[config.mk]
export PLATFORM = sky130hd
export DESIGN_NAME = alert_event_logger
export DESIGN_NICKNAME = d
export VERILOG_FILES = /design/src/rtl/alert_event_logger.sv
export SDC_FILE = /design/constraint.sdc
export NUM_CORES = 1
export LEC_CHECK = 0
export CAP_MARGIN = 0
export CORE_MARGIN = 10
export CORE_UTILIZATION = 45
export DETAILED_ROUTE_END_ITERATION = 7
export PLACE_DENSITY = 0.68
export SLEW_MARGIN = 10
export SYNTH_ARGS = -nofsm -noshare
export SYNTH_HDL_FRONTEND = slang
export SYNTH_SLANG_ARGS = --single-unit
[constraint.sdc]
create_clock -name clk -period 3.6 [get_ports clk]
set_input_delay 0.54 -clock clk [delete_from_list [all_inputs] [get_ports clk]]
set_output_delay 0.54 -clock clk [all_outputs]
set_load 0.03 [all_outputs]
[src/rtl/alert_event_logger.sv]
// Security alert logger: a first-word fall-through FIFO of offending writes, with overflow
// accounting, per-module lock flags and a registered level interrupt.
module alert_event_logger #(
    parameter int DEPTH          = 8,
    parameter int LOCK_THRESHOLD = 4
) (
    input  logic       clk,
    input  logic       rst,
    input  logic       alertValid,
    input  logic [1:0] unauthorizedModuleID,
    input  logic [3:0] unauthorizedWriteAddress,
    input  logic [3:0] unauthorizedWriteData,
    input  logic       rdReady,
    output logic       rdValid,
    output logic [9:0] rdEntry,
    output logic [4:0] occupancy,
    output logic [1:0] fifoState,
    output logic [7:0] dropCount,
    output logic       overflowFlag,
    input  logic       overflowClear,
    output logic [3:0] moduleLocked,
    input  logic       clearLock,
    input  logic [1:0] clearModuleID,
    output logic       alertIrq
);

    localparam int            AW      = $clog2(DEPTH);
    localparam logic [4:0]    DEPTH_C = 5'(DEPTH);
    localparam logic [3:0]    LOCK_C  = 4'(LOCK_THRESHOLD);
    localparam logic [AW-1:0] PTR_ONE = AW'(1);

    typedef enum logic [1:0] {
        ST_EMPTY   = 2'b00,
        ST_PARTIAL = 2'b01,
        ST_FULL    = 2'b10
    } fifo_state_e;

    fifo_state_e   state_q, state_d;
    logic [9:0]    mem_q [DEPTH];
    logic [AW-1:0] wr_ptr_q, wr_ptr_d, rd_ptr_q, rd_ptr_d;
    logic [4:0]    occ_q, occ_d;
    logic [7:0]    drop_q, drop_d;
    logic          ovf_q, ovf_d;
    logic [3:0]    cnt_q [4];
    logic [3:0]    cnt_d [4];
    logic [3:0]    lock_q, lock_d;
    logic          irq_q, irq_d;
    logic          full_s, pop_s, push_s, drop_s;

    // FIFO pointer/occupancy and overflow bookkeeping
    always_comb begin
        full_s   = (occ_q == DEPTH_C);
        pop_s    = rdValid & rdReady;
        push_s   = alertValid & (~full_s | pop_s);
        drop_s   = alertValid & full_s & ~pop_s;
        wr_ptr_d = push_s ? (wr_ptr_q + PTR_ONE) : wr_ptr_q;
        rd_ptr_d = pop_s ? (rd_ptr_q + PTR_ONE) : rd_ptr_q;
        case ({push_s, pop_s})
            2'b10:   occ_d = occ_q + 5'd1;
            2'b01:   occ_d = occ_q - 5'd1;
            default: occ_d = occ_q;
        endcase
        // A drop coinciding with a clear is still counted
        if (overflowClear) begin
            drop_d = drop_s ? 8'd1 : 8'd0;
        end else if (drop_s && (drop_q != 8'hFF)) begin
            drop_d = drop_q + 8'd1;
        end else begin
            drop_d = drop_q;
        end
        if (drop_s) begin
            ovf_d = 1'b1;
        end else if (overflowClear) begin
            ovf_d = 1'b0;
        end else begin
            ovf_d = ovf_q;
        end
        irq_d = rdValid | ovf_q | (|lock_q);
    end

    // Per-module alert counters and locks; clearLock beats a same-cycle alert
    always_comb begin
        lock_d = lock_q;
        for (int i = 0; i < 4; i++) begin
            cnt_d[i] = cnt_q[i];
            if (clearLock && (clearModuleID == 2'(i))) begin
                cnt_d[i]  = 4'd0;
                lock_d[i] = 1'b0;
            end else if (alertValid && (unauthorizedModuleID == 2'(i)) && (cnt_q[i] != 4'hF)) begin
                cnt_d[i]  = cnt_q[i] + 4'd1;
                lock_d[i] = lock_q[i] | ((cnt_q[i] + 4'd1) >= LOCK_C);
            end else begin
                cnt_d[i]  = cnt_q[i];
                lock_d[i] = lock_q[i] | (cnt_q[i] >= LOCK_C);
            end
        end
    end

    // fifoState next-state logic
    always_comb begin
        state_d = state_q;
        case (state_q)
            ST_EMPTY: begin
                if (push_s) begin
                    state_d = (occ_d == DEPTH_C) ? ST_FULL : ST_PARTIAL;
                end else begin
                    state_d = ST_EMPTY;
                end
            end
            ST_PARTIAL: begin
                if (occ_d == DEPTH_C) begin
                    state_d = ST_FULL;
                end else if (occ_d == 5'd0) begin
                    state_d = ST_EMPTY;
                end else begin
                    state_d = ST_PARTIAL;
                end
            end
            ST_FULL: begin
                if (pop_s && !push_s) begin
                    state_d = ST_PARTIAL;
                end else begin
                    state_d = ST_FULL;
                end
            end
            default: state_d = ST_EMPTY;
        endcase
    end

    // Control state registers
    always_ff @(posedge clk) begin
        if (rst) begin
            state_q  <= ST_EMPTY;
            wr_ptr_q <= '0;
            rd_ptr_q <= '0;
            occ_q    <= 5'd0;
            drop_q   <= 8'd0;
            ovf_q    <= 1'b0;
            lock_q   <= 4'd0;
            irq_q    <= 1'b0;
            for (int i = 0; i < 4; i++) cnt_q[i] <= 4'd0;
        end else begin
            state_q  <= state_d;
            wr_ptr_q <= wr_ptr_d;
            rd_ptr_q <= rd_ptr_d;
            occ_q    <= occ_d;
            drop_q   <= drop_d;
            ovf_q    <= ovf_d;
            lock_q   <= lock_d;
            irq_q    <= irq_d;
            for (int i = 0; i < 4; i++) cnt_q[i] <= cnt_d[i];
        end
    end

    // Entry storage; contents are meaningless while the FIFO is empty
    always_ff @(posedge clk) begin
        if (push_s && !rst) begin
            mem_q[wr_ptr_q] <= {unauthorizedModuleID, unauthorizedWriteAddress, unauthorizedWriteData};
        end
    end

    assign rdValid      = (occ_q != 5'd0);
    assign rdEntry      = mem_q[rd_ptr_q];
    assign occupancy    = occ_q;
    assign fifoState    = state_q;
    assign dropCount    = drop_q;
    assign overflowFlag = ovf_q;
    assign moduleLocked = lock_q;
    assign alertIrq     = irq_q;

endmodule

==> reports/qor.csv <==
metric,value,unit
outcome,"finished, final reports clean",
worst slew pin tran,0.734,ns
max_slew headroom,50.6,%
post-route DRC violation count,0,
"Cell Area, Synth",5280,um^2
Area Overhead vs Synth,25.6,%
pwr dens,703,nW/um^2
most frequent cells in the layout,"edfxtp_1 (80), clkdlybuf4s50_1 (49), dfxtp_1 (46), nor2_1 (45), nand2_1 (21)",
# IOs,50,
chip height,128,um
initial antenna violation count,0,
clk root buf,clkbuf_16,
"Warnings, synthesis",0,
worst setup margin,0.528,ns
1st-iter DRT viols,265,
met3 Use GR,5.42,%
Hold WS,0.489,ns
CTS max path bufs,2,
first-pass GRT wire length,17300,um
Post-DRT Antenna Nets,0,
power consumption,4.66,mW
Initial Utilization,46.1,%
ratio of cells with drive above 1 in the final layout,19.2,%
busiest grt layer,met2,
Post-Syn Instances,374,
dpl hpwl,6770,um
Tot GR Track Use,13.7,%
largest net degree at the start of global routing,21,
leakage,2.31,nW
setup TNS,0,ns
"Remaining Overflow, GRT",0,
R2R cell count,10,
distinct cell type count after synthesis,52,
Pre-antenna DRT Iters,4,
"Slew Viols, Final",0,
die extent in x,128,um
Via Count,3183,
Final min period,3.07,ns
CTS hold repair buffers,0,
worst hold path class,flip-flop to flip-flop,
syn avg cell area,14.1,um^2
final hold violation count,0,
TritonCTS clock tree,yes,
RD Place Congestion,0.865,
Worst Setup Start Kind,flip-flop,
# nets final,468,
Yosys top cell by area,edfxtp_1,
Place WS,0.417,ns
top post-synthesis cells by area,"edfxtp_1 (45%), dfxtp_1 (17%), mux4_2 (8.5%)",
hold depth,2,
Worst Path Required,3.06,ns
final worst-path cycle share,85.3,%
number of flops mapped to enable cells by yosys,80,
Final setup viols,0,
Synth Net Count,401,
crit path DAT,2.53,ns
Peak VDD IR,0.000465,V
number of CTS-inserted buffers,17,
# rows,39,
async set or reset register ratio after synthesis,0,%
"commonest non-fill, non-tap cell in the layout",edfxtp_1,
Synth Flop Type,edfxtp_1,
WL/cell,17.8,um
CP Class,flip-flop to output pin,
clock skew,0.0109,ns
vias in the first global route,3362,
mean number of vias per cell,5.33,
Die ar.,16500,um^2
register area share after synthesis,62.9,%
WL final,10600,um
"CTS clk-pin slew, worst paths",0.06,ns
RSZ-0062 raised after global routing,false,
Critical Path End Type,output pin,
Yosys reg bits,126,
input/output buffers,49,
# resized after CTS,0,
worst-path fanout max,20,
H-tree depth,4,
Setup Buffers After CTS,0,
Max-Cap Viols,0,
Yosys top cell area share,45.5,%
met2 GRT Util,21.9,%
met1 Resource Use GR,15.8,%
Reg2Reg Setup Slack,0.59,ns
Core Box Area,11500,um^2
clock tree sinks,126,
diodes inserted,0,
fmax,326,MHz
clock insertion delay at the later pin of the skew report,0.41,ns
[critical path: stages (launching register included)]
cell             delay (ns)
dfxtp_1                0.30
buf_4                  0.36
mux4_2                 0.55
mux2_2                 0.29
clkdlybuf4s50_1        0.60
[worst paths after layout]
| kind | startpoint | end |
|---|---|---|
| worst max-delay path | flip-flop | rdEntry[9] |
| worst min-delay path | moduleLocked[3] | moduleLocked[3] |
| worst max register to register | occupancy[1] | fifoState[1] |
| worst min register to register | moduleLocked[3] | moduleLocked[3] |
[sequential cells by signal, summed over array words and instances (netlist names), 2 cells and up, named ones only]
name and cells:
mem_q 80, cnt_q 16, dropCount 8, occupancy 5, moduleLocked 4, rd_ptr_q 3, wr_ptr_q 3, fifoState 2
[layout make-up]
cell class,instances,area [um^2]
Sequential cell,126,3320
Inverter,13,48.8
Clock inverter,12,210
Tap cell,143,179
Multi-Input combinational cell,221,1840
Fill cell,884,4830
Timing Repair Buffer,62,588
Clock buffer,20,447
[cells by family (layout without fill, tap and decap cells)]
family	after synthesis	after routing	share of synthesized area [%]
adders and majority gates	9	9	2.13
and+or+nand+nor	107	107	9.74
muxes	38	38	12.2
DFF	126	126	62.9
AOI/OAI and AO/OA	42	42	6.61
xor gates and xnor gates	25	25	4.15
buffers and inverters	27	107	2.27
[stage by stage]
stage	cells	utilization (%)	cell area, um^2
after global routing	597	57.9	6630
after CTS	597	57.9	6630
after floorplan	374	-	5280
after detailed placement	565	52.1	5980
after global placement	565	52.1	5980
final	597	57.9	6630
[cell usage after synthesis, drive strengths merged (2+ instances only)]
cell type / n
edfxtp: 80
dfxtp: 46
nor2: 45
nand2: 21
mux4: 20
xor2: 19
inv: 12
mux2: 10
ha: 9
clkbuf: 8
mux2i: 8
a21oi: 7
a31oi: 7
nand4: 7
buf: 6
xnor2: 6
a31o: 5
and3: 5
nor3: 5
nand2b: 4
nor4: 4
o31ai: 4
a41oi: 3
nand3: 3
nor2b: 3
a211oi: 2
a221o: 2
a311oi: 2
and2: 2
nand3b: 2
or3: 2
or4: 2
[per-layer routing]
layer | up-vias | share of wire, %
li1 | 1548 | -
met4 | 0 | 0.75
met1 | 1536 | 42
met2 | 87 | 50
met5 | - | 0
met3 | 12 | 7.1
[report_power, final]
part	switching, mW	total, mW	internal [mW]	leakage, nW
Clock	0.634	1.89	1.25	0.309
Combinational	0.586	1.09	0.506	0.902
Sequential	0.0724	1.68	1.61	1.10
Total	1.29	4.66	3.37	2.31
Note: power is estimated with default switching activity, not from simulation.
